<file path="config.mk">
export PLATFORM = sky130hd
export DESIGN_NAME = packet_queue_drain_ctrl
export DESIGN_NICKNAME = d
export VERILOG_FILES = /design/src/rtl/packet_queue_pkg.sv /design/src/rtl/packet_queue_drain_ctrl.sv
export SDC_FILE = /design/constraint.sdc
export NUM_CORES = 1
export LEC_CHECK = 0
export CAP_MARGIN = 20
export CORE_AREA = 3 3 419 421
export DETAILED_ROUTE_END_ITERATION = 12
export DIE_AREA = 0 0 422 424
export GPL_ROUTABILITY_DRIVEN = 0
export PLACE_DENSITY_LB_ADDON = 0.3
export RECOVER_POWER = 100
export SLEW_MARGIN = 20
export SYNTH_ARGS = -nofsm -noshare
export SYNTH_HDL_FRONTEND = slang
export SYNTH_SLANG_ARGS = --single-unit
</file>
<file path="constraint.sdc">
create_clock -name clk -period 2.1 [get_ports clk]
set_input_delay 0.42 -clock clk [delete_from_list [all_inputs] [get_ports clk]]
set_output_delay 0.42 -clock clk [all_outputs]
set_load 0.05 [all_outputs]
</file>
<file path="src/rtl/packet_queue_pkg.sv">
// Shared types for the committed-packet queue: reader/writer state
// encodings, size-width constants and the size-to-beats helper.
package packet_queue_pkg;

    // Packet size limits (bytes) shared by writer and reader sides.
    localparam int MTU_SIZE         = 9216;
    localparam int MTU_SIZE_W       = 14;
    // Width of a byte offset within one 512-bit NoC element.
    localparam int NOC_DATA_BYTES_W = 6;

    typedef enum logic {
        RD_IDLE,
        RD_STREAM
    } rd_state_e;

    typedef enum logic [1:0] {
        WR_IDLE,
        WR_WRITE,
        WR_DROP
    } wr_state_e;

    typedef struct packed {
        logic [MTU_SIZE_W:0]         beats;
        logic [NOC_DATA_BYTES_W-1:0] pad;
    } beat_calc_t;

    // Beat count is a ceiling divide; the sum carries one extra bit so
    // a size of MTU_SIZE cannot wrap. Pad is the unused tail of the
    // last element, zero when the size is an exact multiple.
    function automatic beat_calc_t calc_beats(
        input logic [MTU_SIZE_W-1:0] size,
        input int unsigned           data_bytes
    );
        beat_calc_t          r;
        logic [MTU_SIZE_W:0] sum;
        sum     = {1'b0, size} + (MTU_SIZE_W+1)'(data_bytes - 1);
        r.beats = sum >> $clog2(data_bytes);
        r.pad   = NOC_DATA_BYTES_W'((data_bytes - 32'(size)) &
                                    (data_bytes - 1));
        return r;
    endfunction

endpackage

</file>
<file path="src/rtl/packet_queue_drain_ctrl.sv">
// Read-side drain controller: pops one size entry per packet, then
// streams ceil(size/bytes) elements downstream with SOF/EOF/pad framing.
// Ports: clk/rst; pkt_size_queue_* (size pop, show-ahead);
// data_* (element pop, show-ahead); out_* (valid/ready beat stream);
// err_zero_size (pulse when a zero-length entry is discarded).
module packet_queue_drain_ctrl
    import packet_queue_pkg::*;
#(
    parameter  int data_width_p     = 512,
    localparam int data_bytes_p     = data_width_p / 8,
    localparam int data_pad_width_p = $clog2(data_width_p / 8)
) (
    input  logic                        clk,
    input  logic                        rst,
    output logic                        pkt_size_queue_rd_req,
    input  logic                        pkt_size_queue_empty,
    input  logic [MTU_SIZE_W-1:0]       pkt_size_queue_rd_data,
    output logic                        data_rd_req,
    input  logic                        data_empty,
    input  logic [data_width_p-1:0]     data_rd_data,
    output logic                        out_val,
    input  logic                        out_rdy,
    output logic [data_width_p-1:0]     out_data,
    output logic                        out_start_frame,
    output logic                        out_end_frame,
    output logic [data_pad_width_p-1:0] out_padbytes,
    output logic [MTU_SIZE_W-1:0]       out_pkt_size,
    output logic                        err_zero_size
);

    rd_state_e                   r_state;
    rd_state_e                   w_next_state;
    logic [MTU_SIZE_W:0]         r_beats_rem;
    logic                        r_first;
    logic [data_pad_width_p-1:0] r_pad;
    logic [MTU_SIZE_W-1:0]       r_size;

    beat_calc_t                  w_calc;
    logic                        w_size_pop;
    logic                        w_size_zero;
    logic                        w_hs;
    logic                        w_end;

    assign w_calc      = calc_beats(pkt_size_queue_rd_data, data_bytes_p);
    assign w_size_zero = (pkt_size_queue_rd_data == '0);
    assign w_size_pop  = ~rst & (r_state == RD_IDLE) & ~pkt_size_queue_empty;
    assign w_end       = (r_beats_rem == (MTU_SIZE_W+1)'(1));
    // Gated by rst so no pop or beat leaks out during the reset cycle.
    assign w_hs        = ~rst & (r_state == RD_STREAM) & ~data_empty & out_rdy;

    always_ff @(posedge clk) begin
        if (rst) begin
            r_state <= RD_IDLE;
        end else begin
            r_state <= w_next_state;
        end
    end

    always_comb begin
        w_next_state = r_state;
        unique case (r_state)
            RD_IDLE: begin
                if (w_size_pop && !w_size_zero) begin
                    w_next_state = RD_STREAM;
                end
            end
            RD_STREAM: begin
                if (w_hs && w_end) begin
                    w_next_state = RD_IDLE;
                end
            end
            default: w_next_state = RD_IDLE;
        endcase
    end

    always_comb begin
        pkt_size_queue_rd_req = 1'b0;
        err_zero_size         = 1'b0;
        data_rd_req           = 1'b0;
        out_val               = 1'b0;
        out_start_frame       = 1'b0;
        out_end_frame         = 1'b0;
        out_padbytes          = '0;
        unique case (r_state)
            RD_IDLE: begin
                pkt_size_queue_rd_req = w_size_pop;
                err_zero_size         = w_size_pop & w_size_zero;
            end
            RD_STREAM: begin
                out_val         = ~rst & ~data_empty;
                out_start_frame = r_first;
                out_end_frame   = w_end;
                out_padbytes    = w_end ? r_pad : '0;
                data_rd_req     = w_hs;
            end
            default: ;
        endcase
    end

    assign out_data     = data_rd_data;
    assign out_pkt_size = r_size;

    // Size arithmetic is registered on the pop so the stream state
    // starts from stable beat/pad values on its first cycle.
    always_ff @(posedge clk) begin
        if (rst) begin
            r_beats_rem <= '0;
            r_first     <= 1'b0;
            r_pad       <= '0;
            r_size      <= '0;
        end else if (w_size_pop) begin
            r_size      <= pkt_size_queue_rd_data;
            r_beats_rem <= w_calc.beats;
            r_pad       <= w_calc.pad[data_pad_width_p-1:0];
            r_first     <= ~w_size_zero;
        end else if (w_hs) begin
            r_beats_rem <= r_beats_rem - (MTU_SIZE_W+1)'(1);
            r_first     <= 1'b0;
        end
    end

endmodule

</file>
Word-level counts from Yosys, hierarchy flattened:

Cells that the tools add are included.

* bits in read-only memories: 0
* logic and storage cells: 43
* memories: 0
* bits of input ports: 531
* memory bits (writable): 0
* bits in latches: 0
* register bits after elaboration: 37

* multiplexer cells: 15
* add/sub/neg operators: 3
* bitwise logic cells: 12
* reductions and logical operators: 6
* divide/modulo/power cells: 0
* equal/unequal tests: 1
* shifts and indexed selects: 0
* multiply operators: 0
* order comparisons: 0

Operators by type and width (number)
* $mux 9: 2
* $add 14x6->15 const B: 1
* $eq 15x1->1 const B: 1
* $sub 15x1->15 const B: 1
* $logic_not 14->1: 1
* $mux 6: 2
* $mux 1: 10
* $and 1x1->1: 7
* $sub 1x6->6 const A: 1
* $not 1->1: 5
* $logic_and 1x1->1: 2
* $pmux 1 s2: 1
* $reduce_bool 2->1: 1
* $reduce_or 2->1: 1
* $logic_not 1->1: 1

Longest topological paths before layout:

* depth after elaboration: 7
* mapped depth: 7
* mapped depth without buffers: 6

Least setup slack after synthesis:

Ideal clock, no wire load.

* path kind: input-to-output
* from: input port rst
* to: output port out_val
* data arrival time: 1946 ps
* buffers on the path: 2
* setup slack: -266 ps
* stages: 3
* data required time: 1680 ps
* cell sequence: buf_2 -> clkbuf_1 -> nor3b_1

* longest elaborated chain between the ends: 3

Ends and longest elaborated chain
* start: declaration: RTL line packet_queue_drain_ctrl.sv:14 `input logic rst,`
* $not 1->1: RTL line packet_queue_drain_ctrl.sv:90 `out_val = ~rst & ~data_empty;`
* $and 1x1->1: RTL line packet_queue_drain_ctrl.sv:90
* $mux 1: RTL line packet_queue_drain_ctrl.sv:84 `unique case (r_state)`
* end: declaration: RTL line packet_queue_drain_ctrl.sv:21 `output logic out_val,`

Every way passes these cells.

Final worst setup path:

* from: register r_beats_rem[12]
* to: output port out_padbytes[5]

* longest elaborated chain between the ends: 3

Ends and longest elaborated chain
* start: declaration: RTL line packet_queue_drain_ctrl.sv:33 `logic [MTU_SIZE_W:0] r_beats_rem;`
* start signal: assignment: RTL line packet_queue_drain_ctrl.sv:113 `r_beats_rem <= w_calc.beats;`
* start signal: assignment: RTL line packet_queue_drain_ctrl.sv:117 `r_beats_rem <= r_beats_rem - (MTU_SIZE_W+1)'(1);`
* $eq 15x1->1: RTL line packet_queue_drain_ctrl.sv:47 `assign w_end = (r_beats_rem == (MTU_SIZE_W+1)'(1));`
* $mux 6: RTL line packet_queue_drain_ctrl.sv:93 `out_padbytes = w_end ? r_pad : '0;`
* $mux 6: RTL line packet_queue_drain_ctrl.sv:84
* end: declaration: RTL line packet_queue_drain_ctrl.sv:26 `output logic [data_pad_width_p-1:0] out_padbytes,`

Every way passes these cells.

==> flow_summary.ini <==
[die]
initial_utilization_pct = 3.36
core_mm2 = 0.172
ios = 1069
die_w_um = 422
die_h_um = 424
die_area_mm2 = 0.179
rows = 152

[route]
drc_errors = 0
drtPass1Iterations = 4
ant_nets = 0
routed_wl_mm = 79.9
drt_iter0_drc = 229
via_per_inst = 1.20
vias = 3152
wire_per_inst_um = 30.3

[sta]
setup_ws_ns = -0.459
period_minus_slack_ns = 2.56
timing.final.crit_share_pct = 122
skew_ns = 0.0330
maxSlewHeadroom_pct = 38.8
slew_violations = 0
rsz0062_at_grt = yes
max_freq_mhz = 391
final_hold_viol_count = 0
worstMarginPinSlew_ns = 0.917
setup_viol = 23
tns_ns = -4.41

[critical_path]
cp-start-kind = register
regToRegSetupSlack_ns = 0.08
required_ns = 1.68
critPathArrivalTime_ns = 2.14
end_kind = output pin
crit_type = reg -> out
crit_fanout = 7

[yosys]
ys_seq_area_share_pct = 12.5
synth_common_cells = 516 x buf_4, 36 x dfxtp_1, 25 x nand2_1
async_flop_share_pct = 0
synth_edf_count = 0
synthCells = 731
syn_nets = 1265
synth-main-ff-cell = dfxtp_1
synth_top_area_share_pct = 67.2
synth.yosys.warnings = 0
ys_top_cells_by_area = buf_4 67%, dfxtp_1 13%, nand2_1 1.6%, nand3b_1 1.4%, xnor2_1 1.1%
yosys_register_bits = 36
yosysUniqueCellTypes = 54
post-synth-top-count-cell = buf_4
netlist_area_mm2 = 0.00576
avgSynthCellArea_um2 = 7.88
yosys.area.top_type = buf_4

[grt]
grt_pass1_wl_mm = 87.3
grt_overflow_total = 0
grt_pass1_vias = 3100
antenna_found_initial = 11
grt_usage_pct = 8.56
grt_max_degree = 24

[pwr]
intPower_mw = 1.49
p_switching_uw = 814
seqPwrFrac_pct = 33.3
p_sw_share_pct = 35.4
p_comb_share_pct = 22.3
clkPwrFrac_pct = 44.5
ir_worst_vdd_mv = 0.279
powerDensity_mw_per_mm2 = 385
leakagePower_nw = 1.32

[placed_design]
port_buffers = 44
post_dp_cell_area_mm2 = 0.00578
hpwl_mm = 75.8

[cells_and_area]
syn_to_final_growth_pct = 3.67
fin_nets = 852
drive_gt1_share_pct = 34.2
final_util_pct = 3.48
design_area_mm2 = 0.00597

[clock_tree]
worstSkewPairLatency_ns = 0.34
clock_path_buffers = 2
cts_tree = yes
cts_buffers = 5
clkSlewWorstSetupHoldPaths_ns = 0.07
clock-root-buffer = clkbuf_16
clkSinkCount = 36
h-tree-depth = 2
hold_buffers = 0

[min_path]
hp-class = in -> reg

[flow_run]
maxCapViolations = 0

[outcome]
violations = negative setup slack
status = finished with violations
==> kinds of logic (layout without fill, tap and decap cells) <==
logic type	after synthesis	after routing	synth area share [%]
buffers and inverters	533	121	68.4
multiplexers	2	2	0.347
AO/OA/AOI/OAI	45	45	5.62
flip-flops	36	36	12.5
other	0	4	0
XOR/XNOR	14	14	2.13
adder cells (fa/ha/maj)	3	3	0.651
AND/OR/NAND/NOR	98	98	10.3
==> registers in the layout (all words and copies together), names as in the netlist <==
| name | cells |
|---|---|
| r_beats_rem | 15 |
| r_state | 1 |
| out_pkt_size | 13 |
| r_pad | 6 |
| r_first | 1 |
==> metal layers <==
layer	vias up	global-route usage, %	share of wire, %
met1	1240	4.04	16
met4	4	2.08	2.3
met5	-	0.672	0.21
met2	796	12.6	42
met3	105	15.7	39
li1	1007	-	-
==> path summary, 6_finish.rpt <==
path | start | end | depth (start not counted)
setup / recovery | r_beats_rem[12] | out_padbytes[5] | 6
hold / removal | rst | out_pkt_size[11] | 3
setup reg to reg | r_state | r_beats_rem[14] | 6
hold reg to reg | out_pkt_size[9] | out_pkt_size[9] | 2
==> cell usage in the layout, fill, tap and decap left out, types with 3 or more instances in the layout <==
cell and instances:
a211oi_1 7, xor2_1 7, a41o_1 3, nor3_1 3, and2_4 6, nor2_1 11
buf_6 4, nand4_1 8, buf_12 12, xnor2_1 7, dfxtp_1 36, inv_1 4
nand3b_1 11, nor4_1 3, dlygate4sd3_1 8, clkbuf_2 5, buf_4 51, clkbuf_16 5
a311oi_1 3, nand2_1 25, diode_2 4, nor4_2 4, a21oi_1 9, dlygate4sd2_1 5
a22o_1 4, clkdlybuf4s15_1 7, nand3_1 5, o21ai_1 5, clkbuf_1 8
==> area by class of cell <==
class / count / area, µm²
Clock buffer: 5 / 125
Tap cell: 2310 / 2890
Antenna cell: 4 / 10.0
Inverter: 7 / 36.3
Multi-Input combinational cell: 162 / 1170
Sequential cell: 36 / 721
Timing Repair Buffer: 106 / 980
Clock inverter: 3 / 42.5
Fill cell: 20400 / 166000
==> per-stage QoR <==
stage          hold slack [ns]  std cells  power (mW)  worst slack, ns
4_1_cts                  0.422       2628        2.38           -0.527
2_1_floorplan            0.432        731        3.63          -0.0639
3_3_place_gp             0.448       2618        1.32           -0.544
6_report                 0.443       2633        2.30           -0.459
5_1_grt                  0.431       2630        2.42           -0.576
3_5_place_dp             0.442       2618        1.31           -0.540
==> worst max-delay path, stage by stage (launching register included) <==
cell	delay [ns]
dfxtp_1	0.31
or4_4	0.56
nor3b_4	0.23
and4_4	0.26
buf_12	0.14
and2_4	0.17
buf_12	0.13
==> timing repair <==
item	in CTS	in global routing
cloned	0	0
pin swaps	8	6
endpoints found under the setup margin	10	9
gates resized for setup	52	3
setup buffers	2	1
==> power by group through the flow <==
stage | Combinational [mW] | Clock [mW] | Sequential, mW
global placement | 0.536 | 0 | 0.784
CTS | 0.546 | 1.07 | 0.767
floorplan | 2.81 | 0 | 0.818
detailed placement | 0.532 | 0 | 0.782
global route | 0.555 | 1.10 | 0.769
finish | 0.512 | 1.02 | 0.765
Note: power is estimated with default switching activity, not from simulation.
